===== src/rtl/relu_backward_ctrl.sv =====
// Sequencer for the ReLU backward datapath: reads one vector at a time, waits out the
// datapath latency and writes the result back, with one vector in flight.
module relu_backward_ctrl #(
    parameter int WIDTH      = 8,
    parameter int DATA_W     = 32,
    parameter int ADDR_W     = 16,
    parameter int DP_LATENCY = 1
) (
    input  logic                      clk_i,
    input  logic                      rst_ni,
    input  logic                      start_i,
    input  logic                      abort_i,
    input  logic [ADDR_W-1:0]         base_in_addr_i,
    input  logic [ADDR_W-1:0]         base_out_addr_i,
    input  logic [ADDR_W-1:0]         num_vecs_i,
    output logic                      busy_o,
    output logic                      done_o,
    output logic [ADDR_W-1:0]         vec_count_o,
    output logic                      rd_req_o,
    output logic [ADDR_W-1:0]         rd_addr_o,
    input  logic                      rd_valid_i,
    input  logic [WIDTH*DATA_W-1:0]   rd_data_i,
    output logic [WIDTH*DATA_W-1:0]   dp_in_vec_o,
    input  logic [WIDTH*DATA_W-1:0]   dp_out_vec_i,
    output logic                      wr_req_o,
    output logic [ADDR_W-1:0]         wr_addr_o,
    output logic [WIDTH*DATA_W-1:0]   wr_data_o,
    input  logic                      wr_ready_i
);

    localparam int VEC_W = WIDTH * DATA_W;
    localparam int LAT_W = 4;

    typedef enum logic [2:0] {IDLE, RD, RWAIT, EXEC, WR, FIN} state_e;

    state_e              state_q, state_d;
    logic [ADDR_W-1:0]   base_in_q, base_out_q, num_q, vec_count_q;
    logic [LAT_W-1:0]    lat_q;
    logic [VEC_W-1:0]    dp_in_q, wr_data_q;

    logic                start_ok, rd_accept, exec_last, wr_fire, last_vec;

    // The vector index k always equals the number of vectors written in this job.
    assign last_vec  = (vec_count_q + ADDR_W'(1)) == num_q;
    assign start_ok  = (state_q == IDLE) && start_i && !abort_i;
    assign rd_accept = (state_q == RWAIT) && rd_valid_i && !abort_i;
    assign exec_last = (state_q == EXEC) && (lat_q <= LAT_W'(1)) && !abort_i;
    assign wr_fire   = (state_q == WR) && wr_ready_i;

    always_ff @(posedge clk_i or negedge rst_ni) begin
        if (!rst_ni) begin
            state_q <= IDLE;
        end else begin
            state_q <= state_d;
        end
    end

    always_comb begin
        state_d = state_q;
        unique case (state_q)
            IDLE:    if (start_ok) state_d = (num_vecs_i == '0) ? FIN : RD;
            RD:      state_d = RWAIT;
            RWAIT:   if (rd_valid_i) state_d = EXEC;
            EXEC:    if (lat_q <= LAT_W'(1)) state_d = WR;
            WR:      if (wr_ready_i) state_d = last_vec ? FIN : RD;
            FIN:     state_d = IDLE;
            default: state_d = IDLE;
        endcase
        if (abort_i && (state_q != IDLE)) begin
            state_d = IDLE;
        end
    end

    always_comb begin
        busy_o      = (state_q != IDLE);
        done_o      = (state_q == FIN);
        rd_req_o    = (state_q == RD);
        wr_req_o    = (state_q == WR);
        vec_count_o = vec_count_q;
        rd_addr_o   = base_in_q + vec_count_q;
        wr_addr_o   = base_out_q + vec_count_q;
        dp_in_vec_o = dp_in_q;
        wr_data_o   = wr_data_q;
    end

    // A write accepted in the same cycle as abort still counts.
    always_ff @(posedge clk_i or negedge rst_ni) begin
        if (!rst_ni) begin
            base_in_q   <= '0;
            base_out_q  <= '0;
            num_q       <= '0;
            vec_count_q <= '0;
            lat_q       <= '0;
            dp_in_q     <= '0;
            wr_data_q   <= '0;
        end else begin
            if (start_ok) begin
                base_in_q   <= base_in_addr_i;
                base_out_q  <= base_out_addr_i;
                num_q       <= num_vecs_i;
                vec_count_q <= '0;
            end else if (wr_fire) begin
                vec_count_q <= vec_count_q + ADDR_W'(1);
            end
            if (rd_accept) begin
                dp_in_q <= rd_data_i;
                lat_q   <= LAT_W'(DP_LATENCY);
            end else if (state_q == EXEC) begin
                lat_q <= lat_q - LAT_W'(1);
            end
            if (exec_last) begin
                wr_data_q <= dp_out_vec_i;
            end
        end
    end

endmodule


===== config.mk =====
export PLATFORM = sky130hd
export DESIGN_NAME = relu_backward_ctrl
export DESIGN_NICKNAME = d
export VERILOG_FILES = /design/src/rtl/relu_backward_ctrl.sv
export SDC_FILE = /design/constraint.sdc
export NUM_CORES = 1
export LEC_CHECK = 0
export BUFFER_PORTS_ARGS = -buffer_cell sky130_fd_sc_hd__clkbuf_2
export CAP_MARGIN = 20
export CORE_AREA = 2 2 436 438
export CTS_BUF_LIST = sky130_fd_sc_hd__clkbuf_8 sky130_fd_sc_hd__clkbuf_16
export DETAILED_ROUTE_END_ITERATION = 10
export DIE_AREA = 0 0 438 440
export PLACE_DENSITY_LB_ADDON = 0.3
export SYNTH_ARGS = -nofsm -noshare
export SYNTH_HDL_FRONTEND = slang
export SYNTH_SLANG_ARGS = --single-unit
export TNS_END_PERCENT = 1

===== constraint.sdc =====
create_clock -name clk_i -period 2.55 [get_ports clk_i]
set_input_delay 0.51 -clock clk_i [delete_from_list [all_inputs] [get_ports clk_i]]
set_output_delay 0.51 -clock clk_i [all_outputs]
set_load 0.005 [all_outputs]

==> summary.md, run 1 <==
| Metric | Value |
|---|---|
| Hold Path Depth | `2` |
| Ys Warns | `0` |
| Leakage | `a little over 20 nW` |
| Vias in the first global route | `21680` |
| Initial antenna violation count | `27` |
| Violated checks | `setup timing` |
| CTS Buffer Depth | `3` |
| Final hold vios | `0` |
| H-tree levels | `3` |
| Fin. max-slew vios | `0` |
| Top post-synthesis cells by count | `dfrtp_1 (583), mux2_2 (364), mux2_1 (196)` |
| Wire per inst | `roughly 22 microns` |
| Top cell type by total area after synthesis | `dfrtp_1` |
| CP Launch Type | `flip-flop` |
| Routed WL | `about 130 mm` |
| CTS tree | `done` |
| CTS root buf | `clkbuf_16` |
| Area of the multi-input gates | `slightly above 9000 sq um` |
| Worst slew pin tran | `~0.70 ns` |
| Die footprint | `between 150000 and 200000 sq um` |
| Clk slew on worst S/H paths | `roughly 0.06 ns` |
| Synth Cell Area | `~24000 sq um` |
| Final worst slack | `-0.7556 ns` |
| Register area share after synthesis | `approximately 60%` |
| Peak supply drop | `approximately 0.57 mV` |
| Setup crit end kind | `output pin` |
| Via density | `3.492` |
| Clock share of power | `36.6%` |
| Sw Share | `a little under a third` |
| Num CTS Buffers | `77` |
| Number of synthesized register bits | `between 500 and 600` |
| Max Fclk | `302.5 MHz` |
| Switch Pwr | `~10 mW` |
| Fillers | `roughly 20000` |
| FP Rows | `160` |
| Post-DP HPWL | `roughly 110 mm` |
| Final setup viols | `29` |
| Min-delay worst type | `primary input to flip-flop` |
| Top-count cell post-synth | `dfrtp_1` |
| Synth Flop Type | `dfrtp_1` |
| First-pass GRT wire length | `about 170 mm` |
| Mean area per synthesized cell | `14.95 sq um` |
| Fin crit share | `129.6%` |
| CP required | `roughly 2.0 ns` |
| Tmin final | `around 3.3 ns` |
| Comb power frac | `24.5%` |
| Largest net degree at the start of global routing | `68` |
| Final RePlAce weighted congestion | `roughly 0.9` |
| Post-Route Skew | `around 0.067 ns` |
| RSZ-0062 raised after global routing | `yes` |
| Port bufs | `roughly 1100` |
| Die Height | `between 400 and 500 microns` |
| Asr flop ratio synth | `between 90% and 100%` |
| Final core occ | `between 20% and 30%` |
| Internal | `23.19 mW` |
| Mapped Nets | `about 2200` |
| Run status | `finished with violations` |
| Drt drc | `0` |
| Initial detailed-routing violation count | `a little under 1000` |
| Routed Antenna Nets | `0` |
| Total congestion overflow | `0` |
| PwrDens | `around 790 nW/um^2` |
| Core box area | `around 190000 sq um` |
| Clk sinks | `583` |
| Max-Cap Viols | `0` |
| CP Max Fanout | `5` |
| Top post-synthesis cells by area | `dfrtp_1 (60%), mux2_2 (17%), mux2_1 (9.1%)` |
| Die Span X | `~440 microns` |
| Area Overhead vs Synth | `74.23%` |
| Latest clock arrival within the worst-skew pair | `roughly 0.74 ns` |
| Synth top area share | `about three fifths` |
| Via count | `approximately 21000` |
| Post-synth EDFFs | `0` |
| Fraction of layout cells with a size suffix above 1 | `53.51%` |
| Io pins | `1130` |
| Final net count | `3988` |
| Worst r2r path cells | `8` |
| Worst Path Arrival | `2.80 ns` |
| Initial Util | `12.80%` |
| Post-synth cell types | `64` |
| GRT Util Overall | `12.82%` |
| Sequential Area | `about 15000 sq um` |
| Cells after Synth | `between 1500 and 2000` |
| Seq pwr share | `between 30% and 40%` |
| Pre-Repair DR Iteration Count | `5` |
| Crit path kind | `flip-flop to output pin` |
| Slew headroom | `about 53%` |
| Final Power | `between 30 and 40 mW` |
cell usage in the layout, fill, tap and decap left out, drive strengths merged, types with 5 or more instances in the layout:
master / synthesis / layout
a21o: 12 / 12
a21oi: 29 / 29
a31oi: 5 / 5
and2: 5 / 5
and3: 8 / 8
buf: 75 / 151
bufinv: 0 / 10
clkbuf: 4 / 1226
clkinv: 0 / 15
dfrtp: 583 / 583
diode: 0 / 9
dlygate4sd3: 0 / 496
ha: 33 / 33
inv: 24 / 37
mux2: 560 / 560
nand2: 25 / 25
nand2b: 5 / 5
nand3: 22 / 22
nand4: 10 / 10
nor2: 26 / 26
nor2b: 9 / 9
nor3: 11 / 11
nor4: 8 / 8
o21a: 5 / 5
o21ai: 33 / 33
o21bai: 5 / 5
o31ai: 12 / 12
or3: 5 / 5
xnor2: 25 / 25
xor2: 18 / 18
layer usage:
metal / GRT usage (%) / wire, microns
met3: 5.620 / 12430
met5: 0 / 27
met2: 21.19 / 63080
met4: 4.244 / 3414
met1: 14.76 / 49780
registers in the layout, indices dropped and copies added (netlist names):
register	cells
dp_in_vec_o	256
wr_data_o	256
base_in_q	16
base_out_q	16
num_q	16
vec_count_o	16
lat_q	4
state_q	3
final timing paths:
check                           slack (ns)                    startpoint                           end
max in group asynchronous             1.27                        rst_ni    wr_data_o[199]$_DFFE_PN0P_
worst min-delay path                  0.09                 rd_data_i[19]   dp_in_vec_o[19]$_DFFE_PN0P_
min in group asynchronous             0.30                        rst_ni    wr_data_o[246]$_DFFE_PN0P_
worst min register to register        0.48  dp_in_vec_o[254]$_DFFE_PN0P_  dp_in_vec_o[254]$_DFFE_PN0P_
worst max register to register        0.21    vec_count_o[0]$_DFFE_PN0P_        state_q[2]$_DFFE_PN0P_
worst max-delay path                 -0.76    vec_count_o[0]$_DFFE_PN0P_                 wr_addr_o[14]
area by class of cell:
type	count	share of cell area, %
clock buffers	101	5.367
diodes	9	0.05356
clock inverters	41	1.467
flip-flops and latches	583	34.71
repair buffers	1772	28.60
multi-input cells	929	22.12
inverters	24	0.2142
well taps	2511	7.471
power by group through the flow:
stage	Sequential (mW)	Combinational [mW]	Clock, mW
floorplan	12.9	2.63	0
global placement	13.0	7.53	0
detailed placement	13.1	7.58	0
CTS	13.0	8.40	12.7
global route	13.3	8.90	13.1
finish	13.0	8.17	12.2
worst max-delay path: stages (launching register included):
cell and delay [ns]:
dfrtp_2 0.41, ha_4 0.15, inv_2 0.03, fa_2 0.35, nor2b_2 0.13, o21ai_2 0.08
a21o_1 0.21, a21o_4 0.23, and3_1 0.14, a311o_1 0.27, clkbuf_2 0.11
through the flow:
step / setup TNS [ns] / setup slack (ns) / cells / area [sq um] / hold slack (ns)
floorplan: 0 / 0.006968 / 1615 / 24140 / 0.2144
global placement: -3.123 / -0.3768 / 5317 / 33780 / 0.4555
detailed placement: -3.002 / -0.4138 / 5317 / 33780 / 0.4618
CTS: -17.87 / -0.9255 / 5956 / 41870 / 0.0005523
global route: -19.79 / -0.9344 / 5969 / 42050 / 0.02549
finish: -14.64 / -0.7556 / 5970 / 42050 / 0.08912
what timing repair did:
item | 4_1_cts | 5_1_grt
pin swaps | 26 | 15
gates resized for setup | 47 | 28
endpoints found under the hold margin | 517 | 0
setup endpoints to repair | 30 | 32
hold buffers | 496 | 0
setup buffers | 1 | 6
kinds of logic after synthesis:
kind of cell / share of synthesized area (%)
and+or+nand+nor: 3.463
DFF: 60.44
muxes: 26.29
xor gates and xnor gates: 1.560
adders and majority gates: 1.877
AOI/OAI and AO/OA: 3.846
buffers and inverters: 2.519
Power figures use the tool's default switching activity.
==> run 2, diff against run 1 <==
--- a/config.mk
+++ b/config.mk
@@ -13,3 +13,5 @@
 export DIE_AREA = 0 0 438 440
+export GPL_TIMING_DRIVEN = 0
 export PLACE_DENSITY_LB_ADDON = 0.3
+export SLEW_MARGIN = 20
 export SYNTH_ARGS = -nofsm -noshare
--- a/constraint.sdc
+++ b/constraint.sdc
@@ -3,2 +3,2 @@
 set_output_delay 0.51 -clock clk_i [all_outputs]
-set_load 0.005 [all_outputs]
+set_load 0.05 [all_outputs]
==> run 2 against run 1 <==
  * The run still ends with setup timing left
  * Die area unchanged
  * Combinational power increased by 96%
  * Sequential power about the same
  * Sequential cell count unchanged
  * Clock power decreased by 12%
  * Register-to-register slack got worse by 0.27 ns
  * Hold slack got worse by 0.0080 ns
  * Critical path type unchanged
  * Critical endpoint unchanged
  * Largest power group is now combinational logic
==> summary.md, run 2 (synthesis results as in run 1) <==
| Metric | Value |
|---|---|
| Latest clock arrival within the worst-skew pair | `between 0.7 and 0.8 ns` |
| GRT Util Overall | `12.36%` |
| Vias in the first global route | `between 20000 and 25000` |
| Area Overhead vs Synth | `72.68%` |
| Die Span X | `roughly 440 microns` |
| Final core occ | `between 20% and 30%` |
| Final hold vios | `0` |
| Final setup viols | `50` |
| Tmin final | `roughly 3.5 ns` |
| Violated checks | `setup timing` |
| Fin Hold WS | `0.08116 ns` |
| Max Fclk | `~280 MHz` |
| Routed Antenna Nets | `0` |
| Final RePlAce weighted congestion | `just under 0.9` |
| H-tree levels | `3` |
| Pre-Repair DR Iteration Count | `4` |
| Port bufs | `~1100` |
| Post-DP HPWL | `a little over 100 mm` |
| CP Max Fanout | `5` |
| Final net count | `3917` |
| Io pins | `about 1100` |
| Setup crit end kind | `output pin` |
| First-pass GRT wire length | `about 170 mm` |
| Slew headroom | `32.53%` |
| Wire per inst | `around 21 microns` |
| Initial antenna violation count | `40` |
| Initial Util | `around 13%` |
| Min-delay worst type | `primary input to flip-flop` |
| CTS root buf | `clkbuf_16` |
| Num CTS Buffers | `between 70 and 80` |
| Run status | `finished with violations` |
| FP Rows | `160` |
| CP required | `about 2 ns` |
| Clk slew on worst S/H paths | `around 0.060 ns` |
| Fin crit share | `138.5%` |
| Worst slew pin tran | `1.009 ns` |
| Worst Path Arrival | `just over 3 ns` |
| Drt drc | `0` |
| Crit path kind | `flip-flop to output pin` |
| RSZ-0062 raised after global routing | `yes` |
| Leakage | `about 20 nW` |
| Via density | `about 3.5` |
| Initial detailed-routing violation count | `between 700 and 800` |
| Core box area | `about 190000 sq um` |
| Peak supply drop | `just under 0.7 mV` |
| Die footprint | `192700 sq um` |
| Via count | `between 20000 and 25000` |
| Fin. max-slew vios | `0` |
| CTS Buffer Depth | `3` |
| Commonest non-fill, non-tap cells in the layout | `clkbuf_2 (1094), dfrtp_1 (570), dlygate4sd3_1 (476)` |
| Clk sinks | `583` |
| CP Launch Type | `flip-flop` |
| Post-Route Skew | `0.03925 ns` |
| Final worst slack | `-0.9829 ns` |
| Max-Cap Viols | `0` |
| CTS tree | `done` |
| Routed WL | `roughly 120 mm` |
| Most common cell after layout, fill and taps aside | `clkbuf_2` |
| Die Height | `440 microns` |
| Largest net degree at the start of global routing | `84` |
| PwrDens | `approximately 950 nW/um^2` |
| Fraction of layout cells with a size suffix above 1 | `53.31%` |
| Total congestion overflow | `0` |
[run 2: worst paths after layout]
check                                                   from                            to  slack, ns  cells past startpoint
worst max-delay path              vec_count_o[0]$_DFFE_PN0P_                 wr_addr_o[14]      -0.98                     10
worst min-delay path                        dp_out_vec_i[45]     wr_data_o[45]$_DFFE_PN0P_       0.08                      2
worst max register to register          lat_q[0]$_DFFE_PN0P_    wr_data_o[115]$_DFFE_PN0P_      -0.06                      8
worst min register to register  dp_in_vec_o[101]$_DFFE_PN0P_  dp_in_vec_o[101]$_DFFE_PN0P_       0.48                      1
max in group asynchronous                             rst_ni    vec_count_o[0]$_DFFE_PN0P_       0.34                      6
min in group asynchronous                             rst_ni   dp_in_vec_o[21]$_DFFE_PN0P_       0.46                      3
[run 2: where the power goes]
group | internal (mW) | switching (mW) | total [mW]
Combinational | 4.52 | 11.5 | 16.0
Sequential | 11.5 | 1.34 | 12.9
Clock | 6.08 | 4.58 | 10.7
[run 2: per-stage QoR]
stage / cell area (sq um) / setup slack, ns / instances / TNS [ns] / power (mW)
after floorplan: 24430 / -0.2900 / 1615 / -4.335 / 23.39
after global placement: 33220 / -17.03 / 5254 / -8952.08 / 27.94
after global routing: 41660 / -1.121 / 5890 / -35.32 / 41.38
final: 41680 / -0.9829 / 5900 / -18.27 / 39.60
after detailed placement: 33470 / -0.7871 / 5264 / -110.42 / 28.06
after CTS: 41220 / -1.171 / 5875 / -26.87 / 40.05
[run 2: final cells by class]
cell class	instances	area, sq um
Tap cell	2511	3142
Inverter	24	90.09
Timing Repair Buffer	1624	11040
Buffer	79	654.4
Fill cell	20410	146900
Multi-Input combinational cell	929	9658
Clock buffer	84	2001
Sequential cell	583	14610
Antenna cell	20	50.05
Clock inverter	46	437.9
[run 2: metal layers]
metal	global-route usage (%)	vias to the layer above	routed length (microns)
met4	4.377	2	2996
met3	6.024	152	12590
met2	20.01	652	60320
met1	14.07	10310	48260
met5	0.1985	-	53
li1	-	9272	-
[run 2: critical path, cell delays in order (launching register included)]
cell and delay (ns):
dfrtp_4 0.46, ha_4 0.15, inv_2 0.04, fa_2 0.39
nor2b_4 0.14, o21ai_4 0.07, a21o_1 0.22, a21o_1 0.23
and3_1 0.16, a311o_2 0.32, buf_8 0.16
[run 2: timing repair]
action / CTS / global route
setup buffers: 4 / 5
pin swaps: 9 / 18
hold endpoints to repair: 543 / 0
resized for setup: 117 / 93
gates cloned: 0 / 0
setup endpoints to repair: 272 / 273
hold buffers: 477 / 0
